[src/rtl/n64_button_event_fifo.sv]
// n64_button_event_fifo
// Debounces the 32-bit N64 controller button word across consecutive polls,
// detects committed changes on masked bits and queues each change in an
// event FIFO drained by the APB side. An interrupt flags pending events or a
// dropped event so firmware need not poll the controller register.
//
// Ports:
//   PCLK          system clock
//   PRESERN       asynchronous active-low reset
//   button_data   latest controller word from the serial interface
//   button_valid  one-cycle strobe, button_data is a freshly completed poll
//   change_mask   1 = bit participates in debounce and change detection
//   fifo_pop      one-cycle request to remove the head entry
//   irq_enable    gates the irq output
//   overflow_clr  clears the sticky overflow flag
//   fifo_rd_data  head entry (show-ahead), 0 when empty
//   fifo_empty    FIFO holds no entries
//   fifo_full     FIFO holds DEPTH entries
//   fifo_count    current occupancy
//   overflow      sticky flag, at least one event was dropped
//   irq           registered interrupt request
module n64_button_event_fifo #(
  parameter int DEPTH          = 8,
  parameter int ADDR_W         = 3,
  parameter int STABLE_SAMPLES = 2,
  parameter int IRQ_THRESHOLD  = 1
) (
  input  logic              PCLK,
  input  logic              PRESERN,
  input  logic [31:0]       button_data,
  input  logic              button_valid,
  input  logic [31:0]       change_mask,
  input  logic              fifo_pop,
  input  logic              irq_enable,
  input  logic              overflow_clr,
  output logic [31:0]       fifo_rd_data,
  output logic              fifo_empty,
  output logic              fifo_full,
  output logic [ADDR_W:0]   fifo_count,
  output logic              overflow,
  output logic              irq
);

  localparam logic [3:0]      STABLE_C = 4'(STABLE_SAMPLES);
  localparam logic [ADDR_W:0] DEPTH_C  = (ADDR_W + 1)'(DEPTH);
  localparam logic [ADDR_W:0] IRQ_TH_C = (ADDR_W + 1)'(IRQ_THRESHOLD);

  // Debounce state
  logic [31:0]       candidate_q, candidate_d;
  logic [31:0]       committed_q, committed_d;
  logic [3:0]        stable_cnt_q, stable_cnt_d;

  // FIFO state
  logic [31:0]       mem_q [DEPTH];
  logic [ADDR_W-1:0] wr_ptr_q, wr_ptr_d;
  logic [ADDR_W-1:0] rd_ptr_q, rd_ptr_d;
  logic [ADDR_W:0]   count_q, count_d;
  logic [31:0]       rd_data_q, rd_data_d;
  logic              empty_q, empty_d;
  logic              full_q, full_d;
  logic              overflow_q, overflow_d;
  logic              irq_q, irq_d;

  // Control strobes
  logic              push_s;
  logic              push_ok_s;
  logic              pop_ok_s;
  logic              drop_s;

  // Debounce and commit: a push is issued when the masked candidate has been
  // stable long enough and differs from the last committed word.
  always_comb begin
    candidate_d  = candidate_q;
    committed_d  = committed_q;
    stable_cnt_d = stable_cnt_q;
    push_s       = 1'b0;
    if (button_valid) begin
      if ((button_data & change_mask) == (candidate_q & change_mask)) begin
        if (stable_cnt_q >= STABLE_C) begin
          stable_cnt_d = STABLE_C;
        end else begin
          stable_cnt_d = stable_cnt_q + 4'd1;
        end
      end else begin
        candidate_d  = button_data;
        stable_cnt_d = 4'd1;
      end
      if ((stable_cnt_d == STABLE_C) &&
          ((candidate_d & change_mask) != (committed_q & change_mask))) begin
        // committed follows even when the push is dropped, so tracking stays
        // aligned with the controller after an overflow
        committed_d = candidate_d;
        push_s      = 1'b1;
      end else begin
        push_s      = 1'b0;
      end
    end else begin
      push_s = 1'b0;
    end
  end

  // FIFO pointer, occupancy, flag and registered-output next-state logic
  always_comb begin
    pop_ok_s   = fifo_pop && (count_q != '0);
    // a pop in the same cycle frees the slot, so a full FIFO still accepts
    push_ok_s  = push_s && ((count_q != DEPTH_C) || pop_ok_s);
    drop_s     = push_s && !push_ok_s;
    wr_ptr_d   = wr_ptr_q;
    rd_ptr_d   = rd_ptr_q;
    count_d    = count_q;
    rd_data_d  = 32'h0000_0000;
    if (push_ok_s) begin
      wr_ptr_d = wr_ptr_q + {{(ADDR_W-1){1'b0}}, 1'b1};
    end else begin
      wr_ptr_d = wr_ptr_q;
    end
    if (pop_ok_s) begin
      rd_ptr_d = rd_ptr_q + {{(ADDR_W-1){1'b0}}, 1'b1};
    end else begin
      rd_ptr_d = rd_ptr_q;
    end
    case ({push_ok_s, pop_ok_s})
      2'b10:   count_d = count_q + {{ADDR_W{1'b0}}, 1'b1};
      2'b01:   count_d = count_q - {{ADDR_W{1'b0}}, 1'b1};
      default: count_d = count_q;
    endcase
    // next head: bypass the word being written if it lands at the new head
    if (count_d == '0) begin
      rd_data_d = 32'h0000_0000;
    end else if (push_ok_s && (wr_ptr_q == rd_ptr_d)) begin
      rd_data_d = candidate_d;
    end else begin
      rd_data_d = mem_q[rd_ptr_d];
    end
    empty_d = (count_d == '0);
    full_d  = (count_d == DEPTH_C);
    if (drop_s) begin
      overflow_d = 1'b1;
    end else if (overflow_clr) begin
      overflow_d = 1'b0;
    end else begin
      overflow_d = overflow_q;
    end
    irq_d = irq_enable & ((count_d >= IRQ_TH_C) | overflow_d);
  end

  // Event storage; contents only matter below the occupancy, so no reset
  always_ff @(posedge PCLK) begin
    if (push_ok_s) begin
      mem_q[wr_ptr_q] <= candidate_d;
    end
  end

  // State and output registers
  always_ff @(posedge PCLK or negedge PRESERN) begin
    if (!PRESERN) begin
      candidate_q  <= 32'h0000_0000;
      committed_q  <= 32'h0000_0000;
      stable_cnt_q <= 4'd0;
      wr_ptr_q     <= '0;
      rd_ptr_q     <= '0;
      count_q      <= '0;
      rd_data_q    <= 32'h0000_0000;
      empty_q      <= 1'b1;
      full_q       <= 1'b0;
      overflow_q   <= 1'b0;
      irq_q        <= 1'b0;
    end else begin
      candidate_q  <= candidate_d;
      committed_q  <= committed_d;
      stable_cnt_q <= stable_cnt_d;
      wr_ptr_q     <= wr_ptr_d;
      rd_ptr_q     <= rd_ptr_d;
      count_q      <= count_d;
      rd_data_q    <= rd_data_d;
      empty_q      <= empty_d;
      full_q       <= full_d;
      overflow_q   <= overflow_d;
      irq_q        <= irq_d;
    end
  end

  assign fifo_rd_data = rd_data_q;
  assign fifo_empty   = empty_q;
  assign fifo_full    = full_q;
  assign fifo_count   = count_q;
  assign overflow     = overflow_q;
  assign irq          = irq_q;

endmodule

[config.mk]
export PLATFORM = sky130hd
export DESIGN_NAME = n64_button_event_fifo
export DESIGN_NICKNAME = d
export VERILOG_FILES = /design/src/rtl/n64_button_event_fifo.sv
export SDC_FILE = /design/constraint.sdc
export NUM_CORES = 1
export LEC_CHECK = 0
export ABC_AREA = 1
export CORE_MARGIN = 10
export CORE_UTILIZATION = 59
export DETAILED_ROUTE_END_ITERATION = 10
export PLACE_DENSITY = 0.8
export SETUP_SLACK_MARGIN = 0.02
export SLEW_MARGIN = 30
export SYNTH_ARGS = -nofsm -noshare
export SYNTH_HDL_FRONTEND = slang
export SYNTH_SLANG_ARGS = --single-unit
[constraint.sdc]
create_clock -name PCLK -period 5.6 [get_ports PCLK]
set_clock_uncertainty 0.05 [all_clocks]
set_input_delay 1.68 -clock PCLK [delete_from_list [all_inputs] [get_ports PCLK]]
set_output_delay 1.68 -clock PCLK [all_outputs]
set_load 0.02 [all_outputs]
## Yosys cells after proc, flatten, opt, wreduce, memory -nomap -nowiden

Memories as Yosys holds them, arrays and structs flattened.
Cells that the tools add are included.

| cells by class | value |
|---|---|
| add/sub/neg operators | 5 |
| $lt $le $gt $ge | 2 |
| equality and inequality tests | 8 |
| multiplexer cells | 16 |
| bitwise logic cells | 6 |
| reductions and logical operators | 10 |

Operators with widths:

| operator | number |
|---|---|
| $mux W32 | 5 |
| $and A32 B32 Y32 | 4 |
| $eq A32 B32 Y1 | 1 |
| $ne A32 B32 Y1 | 1 |
| $mux W4 | 3 |
| $add A4 B1 Y4 const B | 2 |
| $pmux W4 S2 | 1 |
| $add A3 B1 Y3 const B | 2 |
| $mux W1 | 6 |
| $logic_and A1 B1 Y1 | 5 |
| $eq A4 B2 Y1 const B | 1 |
| $eq A4 B4 Y1 const B | 1 |
| $ge A4 B1 Y1 const B | 1 |
| $ge A4 B2 Y1 const B | 1 |
| $logic_not A4 Y1 | 1 |
| $ne A4 B4 Y1 const B | 1 |
| $reduce_bool A4 Y1 | 1 |
| $sub A4 B1 Y4 const B | 1 |
| $eq A3 B3 Y1 | 1 |
| $mux W3 | 1 |
| $eq A2 B1 Y1 const B | 1 |
| $eq A2 B2 Y1 const B | 1 |
| $reduce_and A2 Y1 | 1 |
| $and A1 B1 Y1 | 1 |
| other kinds (3) | 3 |

| storage, ports and cells | value |
|---|---|
| flip-flop bits (word level) | 114 |
| RAM bits | 256 |
| input port bits | 70 |
| output and inout port bits | 40 |
| memories | 1 |

Memory list:

| memory | words | bits a word | read ports | clocked after Yosys merged registers in | write ports | line | RTL |
|---|---|---|---|---|---|---|---|
| mem_q | 8 | 32 | 1 | 0 | 1 | 54 | `logic [31:0] mem_q [DEPTH];` |

## Logic depth before layout (Yosys ltp)

Gate-level depths: netlist (run 1).

| depth | value |
|---|---|
| depth in word-level cells | 15 |
| gate-level depth with buffers | 25 |
| gate-level depth less buffers | 24 |

## Worst setup path before layout (run 1)

OpenSTA, ideal clock, no wires.

| timing path | value |
|---|---|
| kind | input to register |
| from | in button_data[0] |
| to | mem mem_q[3][0], enable pin |
| setup time | 0.461 ns |
| arrival time | 5.029 ns |
| slack | 0.060 ns |
| stages on the path | 13 |
| buffers on the path | 0 |
| cell sequence | nand2_1 nand2_1 nand2_1 nand2_1 nor2_1 nand2_1 nor2_4 nand3_2 nor2_4 nand2_4 nor2_2 nand2_1 nor3_1 |

| between the ends | value |
|---|---|
| longest elaborated chain between the ends | 12 |
| elaborated cells on any way between the ends | 15 |
| those cells by class | eq/ne (3); mux (8); bitwise (2); reduce/logical (2) |

RTL lines:

| element | line | RTL |
|---|---|---|
| start, declared | 30 | `input logic [31:0] button_data,` |
| $and A32 B32 Y32 | 78 | `if ((button_data & change_mask) == (candidate_q & change_mask)) begin` |
| $eq A32 B32 Y1 | 78 |  |
| $mux W32 | 78 |  |
| $mux W32 | 77 | `if (button_valid) begin` |
| $and A32 B32 Y32 | 89 | `((candidate_d & change_mask) != (committed_q & change_mask))) begin` |
| $ne A32 B32 Y1 | 89 |  |
| $logic_and A1 B1 Y1 (*) | 88 | `if ((stable_cnt_d == STABLE_C) &&` |
| $mux W1 (*) | 88 |  |
| $mux W1 (*) | 77 |  |
| $logic_and A1 B1 Y1 (*) | 106 | `push_ok_s = push_s && ((count_q != DEPTH_C) \|\| pop_ok_s);` |
| $mux W1 (*) | 149 | `if (push_ok_s) begin` |
| $mux W1 (not written as such) (*) | 150 | `mem_q[wr_ptr_q] <= candidate_d;` |
| end, declared | 54 |  |

Mark *: on every way between the ends. The rest lies on a longest branch, timed or not. The select of a mux whose other input is x is not followed.

## Final worst setup path (run 1)

| timing path | value |
|---|---|
| from | in button_data[1] |
| to | reg rd_data_q[18], in the netlist fifo_rd_data[18] |

| between the ends | value |
|---|---|
| longest elaborated chain between the ends | 14 |
| elaborated cells on any way between the ends | 21 |
| those cells by class | eq/ne (5); mux (10); bitwise (2); reduce/logical (4) |

RTL lines:

| element | line | RTL |
|---|---|---|
| $and A32 B32 Y32 | 78 |  |
| $eq A32 B32 Y1 | 78 |  |
| $mux W32 | 78 |  |
| $mux W32 | 77 |  |
| $and A32 B32 Y32 | 89 |  |
| $ne A32 B32 Y1 | 89 |  |
| $logic_and A1 B1 Y1 (*) | 88 |  |
| $mux W1 (*) | 88 |  |
| $mux W1 (*) | 77 |  |
| $logic_and A1 B1 Y1 (*) | 106 |  |
| $eq A2 B1 Y1 / $eq A2 B2 Y1 (equally long branches) | 122 | `case ({push_ok_s, pop_ok_s})` |
| $pmux W4 S2 (*) | 122 |  |
| net count_d[3] | 57 | `logic [ADDR_W:0] count_q, count_d;` |
| $logic_not A4 Y1 (*) | 128 | `if (count_d == '0) begin` |
| $mux W32 (*) | 128 |  |
| net rd_data_d[18] | 58 | `logic [31:0] rd_data_q, rd_data_d;` |
| end signal, assigned | 175 | `rd_data_q <= rd_data_d;` |
| end, declared | 58 |  |

The timed path passes the listed nets; every way through them passes the cells marked *. The select of a mux whose other input is x is not followed.
A chain may end at the register's enable or synchronous reset.

==> results of run 1 <==
cells in the final DEF, fill, tap and decap left out, drive strengths merged:
cell type        n
nand4            6
edfxtp         256
dfrtp          113
o22ai           35
nor4             1
dfstp            1
clkdlybuf4s50  107
o221ai          31
inv            125
nor2           205
mux2i            1
xnor2            1
nand3b           3
fa               1
mux2             1
nor3             7
bufinv           4
ha               6
clkinv          14
nand3           99
a21oi            1
buf             34
clkbuf          46
clkinvlp         4
or2              2
o21ai          288
a31oi            1
nand2          289
xor2             6
per-layer routing:
| layer | up-vias | global-route usage | wire length [µm] |
|---|---|---|---|
| met4 | 2 | 0.0725 | 787 |
| met5 | - | 0 | 12 |
| met3 | 61 | 0.0474 | 3700 |
| met1 | 5729 | 0.303 | 15900 |
| met2 | 632 | 0.376 | 18900 |
| li1 | 5582 | - | - |
registers in the layout, summed over array words and instances, names as in the netlist:
register and count:
mem_q 256, candidate_q 32, committed_q 32, fifo_rd_data 32, fifo_count 4, stable_cnt_q 4
rd_ptr_q 3, wr_ptr_q 3, fifo_empty 1, fifo_full 1, irq 1, overflow 1
critical path: stages:
cell             delay (ns)
clkdlybuf4s50_1        0.56
nand2_1                0.07
nand3_1                0.08
nand2_1                0.05
nor2_1                 0.15
nand2_1                0.11
nor2_4                 0.16
nand3_2                0.12
nor2_4                 0.13
nand2_4                0.08
nand2_4                0.09
inv_1                  0.06
ha_1                   0.32
nand2_1                0.07
nand2_1                0.05
a31oi_1                0.22
nand3_1                0.14
nand2_1                0.10
nand2_1                0.05
nand2_1                0.10
inv_1                  0.12
nor2_8                 0.49
nor2_1                 0.10
cell type report:
class                           count  area share
Clock buffer                       46      0.0538
Clock inverter                     22      0.0126
Inverter                          125      0.0249
Multi-Input combinational cell    984       0.253
Sequential cell                   370       0.560
Tap cell                          341      0.0227
Timing Repair Buffer              141      0.0730
stage by stage:
stage	util	hold WS [ns]	worst slack (ns)	cell area, µm²	total power (W)
floorplan	-	0.395	0.0599	16100	0.00538
global placement	0.654	0.412	0.477	17600	0.00630
detailed placement	0.654	0.417	0.285	17600	0.00642
CTS	0.700	0.432	0.820	18800	0.00892
global route	0.700	0.470	0.446	18800	0.00941
finish	0.700	0.432	0.770	18800	0.00891
kinds of logic (layout without fill, tap and decap cells):
family,after synthesis,in the layout,synth area share
simple gates,612,612,0.159
flops,370,370,0.656
compound gates,356,356,0.122
buf+inv,203,334,0.0510
fa+ha+maj,7,7,0.00592
xor+xnor,7,7,0.00475
mux,2,2,0.00132
path summary, 6_finish.rpt:
check | start | to | slack (ns) | cells past startpoint
worst max-delay path | button_data[1] | fifo_rd_data[18]$_DFF_PN0_ | 0.77 | 23
worst min-delay path | stable_cnt_q[2]$_DFFE_PN0P_ | stable_cnt_q[2]$_DFFE_PN0P_ | 0.43 | 2
worst max register to register | candidate_q[16]$_DFF_PN0_ | fifo_rd_data[18]$_DFF_PN0_ | 2.03 | 23
worst min register to register | stable_cnt_q[2]$_DFFE_PN0P_ | stable_cnt_q[2]$_DFFE_PN0P_ | 0.43 | 2
max in group asynchronous | PRESERN | committed_q[13]$_DFFE_PN0P_ | 3.32 | 2
min in group asynchronous | PRESERN | fifo_rd_data[31]$_DFF_PN0_ | 1.18 | 1
power groups by stage:
stage	Sequential, W	Clock, W	Combinational (W)
5_1_grt	0.00325	0.00263	0.00353
6_report	0.00323	0.00251	0.00317
2_1_floorplan	0.00345	0	0.00193
3_3_place_gp	0.00329	0	0.00301
4_1_cts	0.00323	0.00253	0.00316
3_5_place_dp	0.00329	0	0.00313
==> summary.txt, run 1 <==
Timing
  – Setup_tns: 0 ns
  – Maximum clock frequency: about 210 MHz
  – RSZ-0062 raised after global routing: false
  – Tmin final: around 4.8 ns
  – Crit share post-route: 0.863
  – Relative slew slack: 0.422
  – Transition time of the tightest slew-check pin: 0.861 ns
  – # setup viols final: 0
  – Pins Over Slew Limit: 0
  – Final hold viol count: 0

Power and ir drop
  – Flop pwr share: 0.362
  – Comb pwr share: 0.356
  – Cell Int Power: 0.00575 W
  – Clock share of power: 0.281
  – Lkg Pwr: 7.46 nW
  – VDD IR-drop max: roughly 0.00037 V
  – Switching Share: 0.355
  – Net switching power: between 0.003 and 0.004 W
  – PD cells: 474 nW/µm²

Routing
  – Initial DRC count: about 1400
  – Routed length per instance: 19.4 µm
  – Total wire length: between 30000 and 40000 µm
  – DR DRC count: 0
  – Via count: 12000
  – Detailed Routing Iterations Pass 1: 6
  – Via/cell ratio: 5.92
  – Routed Antenna Nets: 0

Synthesis
  – Asr flop ratio synth: 0.308
  – Synth warn: 0
  – Synth cell types: 41
  – EDFF count, synth: 256
  – Share of Yosys cell area claimed by the top area cell type: 0.479
  – Most frequent cell after synthesis: nand2_1
  – Synth Flop Type: edfxtp_1
  – Sequential fraction of the synthesis area: 0.656
  – Commonest cells post-synth: nand2_1 (281), edfxtp_1 (256), o21ai_0 (242), nor2_1 (198), inv_1 (119)
  – Mapped Area: about 16000 µm²
  – Top cells by area, synth: edfxtp_1 (48%), dfrtp_1 (18%), o21ai_0 (7.5%)
  – Syn Inst Count: approximately 1600
  – Synthesized flop and latch total: 370
  – Average instance area after synthesis: about 10 µm²
  – Synthesized net count: roughly 1600
  – Post-synth top area cell: edfxtp_1

Finish
  – Number of diodes: 0
  – Fin cells: 2029
  – FF/Latch Area: about 11000 µm²
  – Area Overhead vs Synth: 17.2%
  – Multi-input gate area: 4760 µm²
  – Final net count: roughly 1700
  – Layout cells sized above 1: 0.0782
  – Fill count: roughly 1800

Outcome
  – Run status: finished, final reports clean

GRT
  – Vias in the first global route: between 10000 and 15000
  – First-pass GRT wire length: a little over 60000 µm
  – Gr usage total: 0.230
  – Initial antenna violation count: 1
  – Largest net degree at the start of global routing: between 100 and 150
  – Total gr overflow: 0

Clock network
  – Longest Clk Path Bufs: 3
  – PostCTS Resize Cnt: 0
  – H-tree lvl count: 2
  – TritonCTS Buffers: 37
  – CTS clk-pin slew, worst paths: around 0.070 ns
  – Root buffer cell: clkbuf_16
  – Worst skew pair latency: 0.51 ns
  – Sink Count: 370
  – Hold buffers post-CTS: 0
  – CTS tree: built
  – Setup Fix Bufs, Post-CTS: 0

Die
  – Initial Utilization: 0.598
  – # IOs: between 100 and 150
  – Number of cell rows: 60
  – CORE AREA: between 20000 and 30000 µm²
  – Die Span X: ~180 µm
  – Die ar.: between 30000 and 40000 µm²
  – Die Y: ~180 µm

Place
  – RePlAce Congestion: 0.914
  – Post-detail-place hpwl: 24000 µm
  – Port Buf Inserts: between 100 and 150
  – Dpl cells: approximately 2000

Worst setup path
  – Worst Path Arrival: just over 5 ns
  – Req. time, crit path: 5.92 ns
  – Worst Path Max Fanout: 33
  – Crit path capture type: flop
  – Crit path kind: in2reg
  – Kind of start point of the critical path: input port

Flow run
  – Maxcap violations: 0

Worst hold path
  – Hold Path Class: reg2reg
Note: power is estimated with default switching activity, not from simulation.
==> run 2, diff against run 1 <==
--- a/config.mk
+++ b/config.mk
@@ -15,3 +15,4 @@
 export SYNTH_ARGS = -nofsm -noshare
 export SYNTH_HDL_FRONTEND = slang
 export SYNTH_SLANG_ARGS = --single-unit
+export TNS_END_PERCENT = 1
==> results of run 2 <==
The final DEF is identical to that of run 1; final timing and power are the same.
==> edit 1 (flow settings as in run 2) <==
Change the parameter `ADDR_W` from 3 to 4.
--- a/src/rtl/n64_button_event_fifo.sv
+++ b/src/rtl/n64_button_event_fifo.sv
@@ -22,5 +22,5 @@
 module n64_button_event_fifo #(
   parameter int DEPTH          = 8,
-  parameter int ADDR_W         = 3,
+  parameter int ADDR_W         = 4,
   parameter int STABLE_SAMPLES = 2,
   parameter int IRQ_THRESHOLD  = 1
Ports: changed (resized fifo_count); port bits go from 110 to 111. The function was not compared with the original's and may differ.
==> edit 1 against run 2 <==
  * Worst setup slack better by 7.5 ps
  * Synthesized area rose by 2.2%
  * Power is 1.0% lower
  * Synthesized cell count shrank 0.83%
  * Hold slack better by 8.9 ps
  * Final cell count is 1.9% higher
  * First-iteration DRC count increased by 5.2%
  * Highest routed layer is now met4
  * Sequential cell count grew 3
  * Cell area up 3.2%
  * Wire length grew 5.9%
  * Sequential power grew 2%
  * Critical endpoint is now fifo_rd_data[24]
==> edit 1: results (changes against run 2) <==
first-pass GRT wire length 65.1 mm (+4.6%); Worst R2R Setup Slack 2050 ps (+20 ps); VDD IR-drop max 0.000231 V (-37%); nets@finish 1739 (+0.17%); hold depth 1 (-1); Final Non-Filler Cells 2067 (+1.9%); top cells by area, synth edfxtp_1 47%, dfrtp_1 18%, nand2_1 5.9%; Hold Slack 441 ps (+8.90 ps); wire per inst 20.1 um (+4.0%); hpwl dp 25.2 mm (+5.0%); FF-to-FF path depth 24 (+4.3%); share of layout cells above drive strength 1 0.0977 (+0.0195); post-synth net total 1622 (-0.73%); Worst Max-Slew Pin Slew 923 ps (+61.6 ps); fillers 1884 (+5.1%); pin count of the biggest net entering global routing 130 (+0.78%); routability cong. 0.926 (+1.3%); vias per inst 5.88 (-0.55%); Lkg Pwr 7.85 nW (+5.3%); Psw 3.04 mW (-4.1%); Hold EP rd_ptr_q[3]; arrival time worst endpoint 5220 ps (+70 ps); Placed Cells incl. Taps 2000 (+2.0%); hold path start rd_ptr_q[3]; initial detailed-routing violation count 1491 (+5.2%); crit-path max FO 21 (-36%); Crit Reg-Reg Startpoint candidate_q[11]; r2r endpoint fifo_rd_data[24]; post-synthesis sequential area ratio 0.647 (-0.00973); Netlist cell types 38 (-7.3%); initial antenna violation count 2 (+1); count of input and output buffers 110 (+0.92%); Synth async-reset ratio 0.314 (+0.00556); DR pass1 iterations 5 (-1); most frequent cells after synthesis 256 x edfxtp_1, 256 x nand2_1, 181 x o21ai_0; run status finished, final reports clean
[edit 1: changes by cell type in the layout (fill, tap and decap cells not counted), sizes merged, moves of 8 or more]
cell    delta
o21ai     -60
nor2      -35
nand2     -27
or2       +31
clkinv     -8
nand3b    +25
a21oi      +8
buf       +11
nand3     +11
mux2      +27
clkbuf     +9
[edit 1: layout make-up]
type	count	share of cell area
Sequential cell	373	0.547
Tap cell	378	0.0244
Clock buffer	55	0.0559
Multi-Input combinational cell	968	0.259
Timing Repair Buffer	153	0.0794
Clock inverter	12	0.00999
Inverter	128	0.0248
[edit 1: power groups by stage]
stage / registers (mW) / clock network, mW / logic, mW
after floorplan: 3.49 / 0 / 1.75
after global placement: 3.35 / 0 / 2.76
after detailed placement: 3.34 / 0 / 2.88
after CTS: 3.29 / 2.63 / 2.91
after global routing: 3.30 / 2.74 / 3.23
final: 3.29 / 2.61 / 2.93
[edit 1: worst max-delay path by stage]
stage	startpoint	to	slack, ps	depth (start not counted)
after CTS	button_data[7]	fifo_rd_data[24]	830	25
after global placement	button_data[4]	fifo_rd_data[25]	430	23
after global routing	button_data[11]	fifo_rd_data[3]	550	24
final	button_data[11]	fifo_rd_data[24]	780	25
after floorplan	button_data[27]	mem_q[1][0]	-50	13
after detailed placement	button_data[11]	fifo_rd_data[8]	320	24
[edit 1: critical path: stages]
cell,delay (ps)
clkdlybuf4s50_1,490
inv_1,110
nand2_1,50
nand3_1,60
nand2_1,70
nor2_1,210
nand2_1,100
nor2_2,190
nand3_2,160
nor2_4,210
nand2_4,100
nand2_4,110
inv_1,100
ha_1,350
nand3_1,90
nand2_1,90
nand4_1,110
nand2_1,110
nand2_1,60
nand2_1,50
nand2_1,90
nand3_4,100
buf_4,310
nand3_1,140
inv_1,80
[edit 1: cells by family after synthesis]
group	after synthesis	share of synthesized area
adders and majority gates	8	0.00655
buffers and inverters	203	0.0505
DFF	373	0.647
muxes	28	0.0192
xor gates and xnor gates	8	0.00427
AOI/OAI and AO/OA	302	0.102
and+or+nand+nor	622	0.171
[edit 1: per-stage QoR]
stage / setup WS [ps] / TNS (ps) / power [mW] / cell area (um2)
4_1_cts: 835 / 0 / 8.83 / 19400
3_5_place_dp: 319 / 0 / 6.23 / 18100
2_1_floorplan: -50.2 / -4240 / 5.23 / 16400
6_report: 777 / 0 / 8.82 / 19400
5_1_grt: 553 / 0 / 9.28 / 19400
3_3_place_gp: 430 / 0 / 6.11 / 18100
[edit 1: routing by layer]
layer	share of wire	up-vias	routed length [um]	track usage
met1	0.39	5812	16300	0.301
met5	0	-	0	0
met2	0.48	663	20100	0.386
li1	-	5583	-	-
met4	0.031	0	1280	0.0875
met3	0.094	105	3910	0.0399
==> edit 2 (settings of run 2) <==
Made on the original files. Remove the register `irq_q`: a continuous assignment takes its place, so the output `irq` follows one clock earlier.
--- a/src/rtl/n64_button_event_fifo.sv
+++ b/src/rtl/n64_button_event_fifo.sv
@@ -165,5 +165,4 @@
       full_q       <= 1'b0;
       overflow_q   <= 1'b0;
-      irq_q        <= 1'b0;
     end else begin
       candidate_q  <= candidate_d;
@@ -177,7 +176,8 @@
       full_q       <= full_d;
       overflow_q   <= overflow_d;
-      irq_q        <= irq_d;
     end
   end
+
+  assign irq_q = irq_d;
 
   assign fifo_rd_data = rd_data_q;
Behaviour: not the same (Yosys sat finds a counterexample within 4 cycles, from zero or initial values).
==> edit 2 against run 2 <==
  * Worst setup slack got worse by 860 ps
  * Cell area increased by 2.0%
  * Critical path depth decreased by 3
  * Power increased by 2.2%
  * Highest routed layer unchanged
  * First-iteration DRC count increased by 2.0%
  * Combinational power increased by 6.9%
  * Wire length increased by 6.6%
  * Sequential share of layout area decreased by 1.2 points
  * The flow now finishes with violations (setup timing)
  * Synthesized area decreased by 0.16%
  * Synthesized cell count about the same
  * Non-clock buffer count increased by 28
  * Sequential cell count decreased by 1
==> edit 2: results (changes against run 2) <==
number of global-route vias before repair 12280 (+5.4%); vias per inst 6.08 (+2.8%); r2r endpoint fifo_rd_data[24]; initial antenna violation count 2 (+1); post-synthesis sequential area ratio 0.656 (about the same); syn avg cell area 10.3 um2 (about the same); met1 WL 16.2 mm (+1.6%); Synth async-reset ratio 0.306 (-0.00188); Synth Warn # 0 (unchanged); share of layout cells above drive strength 1 0.193 (+0.115); Final Non-Filler Cells 2057 (+1.4%); met1 usage 0.310 (+0.00705); Placed Cells incl. Taps 1981 (+1.0%); wire per inst 20.4 um (+5.1%); gr usage total 0.241 (+0.0113); count of input and output buffers 109 (unchanged); Lkg Pwr 7.67 nW (+2.8%); Worst Max-Slew Pin Slew 934 ps (+72.1 ps); VDD IR-drop max 0.000409 V (+11%); first-pass GRT wire length 65.0 mm (+4.5%); power after layout 9.11 mW (+2.2%); area post-placement 17700 um2 (+0.90%); initial detailed-routing violation count 1445 (+2.0%); post-route setup slack -87.5 ps (-857 ps); Psw 3.29 mW (+3.8%); met3 usage 0.0535 (+0.00607); hpwl dp 25.2 mm (+4.9%); post-synth net total 1633 (-0.061%); Final Slew Violations 0 (unchanged); failing checks setup timing; pre-CTS WS -1130 ps (-1410 ps); met2 global-route usage 0.393 (+0.0166); delay-heaviest family, CP simple AND/OR/NAND/NOR gates; Met2 Routed Length 20.2 mm (+6.7%); WL met3 4.25 mm (+15%); Netlist cell types 41 (unchanged); top cells by area, synth edfxtp_1 48%, dfrtp_1 17%, o21ai_0 7.6%; CP max stage cell fa_2; setup_tns -87.5 ps (-87.5 ps); run status finished, violations left; Worst R2R Setup Slack 2080 ps (+50 ps); setup violators final 1 (+1); crit-path max cell delay 530 ps (-30 ps); HP Class flip-flop to flip-flop; Hold Slack 433 ps (+1.08 ps); routability cong. 0.936 (+2.4%); nets@finish 1763 (+1.6%); Crit Reg-Reg Startpoint stable_cnt_q[0]; latest clock arrival within the worst-skew pair 530 ps (+20 ps); crit-path max FO 4 (-88%); arrival time worst endpoint 3960 ps (-1190 ps); DR pass1 iterations 5 (-1); crit path to irq; crit path from button_data[13]; FF-to-FF path depth 21 (-8.7%)
edit 2: changes by cell type after synthesis, sizes merged:
cell,run 2,this run
dfrtp,113,112
edit 2: logic make-up (layout without fill, tap and decap cells):
| family | count (synthesis) | after routing | share of synthesized area |
|---|---|---|---|
| flops | 369 | 369 | 0.656 |
| fa+ha+maj | 7 | 7 | 0.00593 |
| other cells | 0 | 1 | 0 |
| xor+xnor | 7 | 7 | 0.00476 |
| buf+inv | 203 | 362 | 0.0510 |
| compound gates | 356 | 356 | 0.122 |
| simple gates | 612 | 612 | 0.159 |
| mux | 2 | 2 | 0.00133 |
edit 2: what timing repair did:
action,CTS,global route
endpoints found under the setup margin,1,1
setup buffers,5,2
gates resized for setup,233,174
cloned,0,0
endpoints found under the hold margin,0,0
hold buffers,0,0
pin swaps,52,74
edit 2: cell type report:
cell class,count,area [um2]
tap,341,427
fill,1765,7690
sequential,369,10500
inverter,125,492
timing repair buffer,169,1410
multi-input combinational,984,5130
clock buffer,54,1030
clock inverter,14,175
antenna,1,2.50
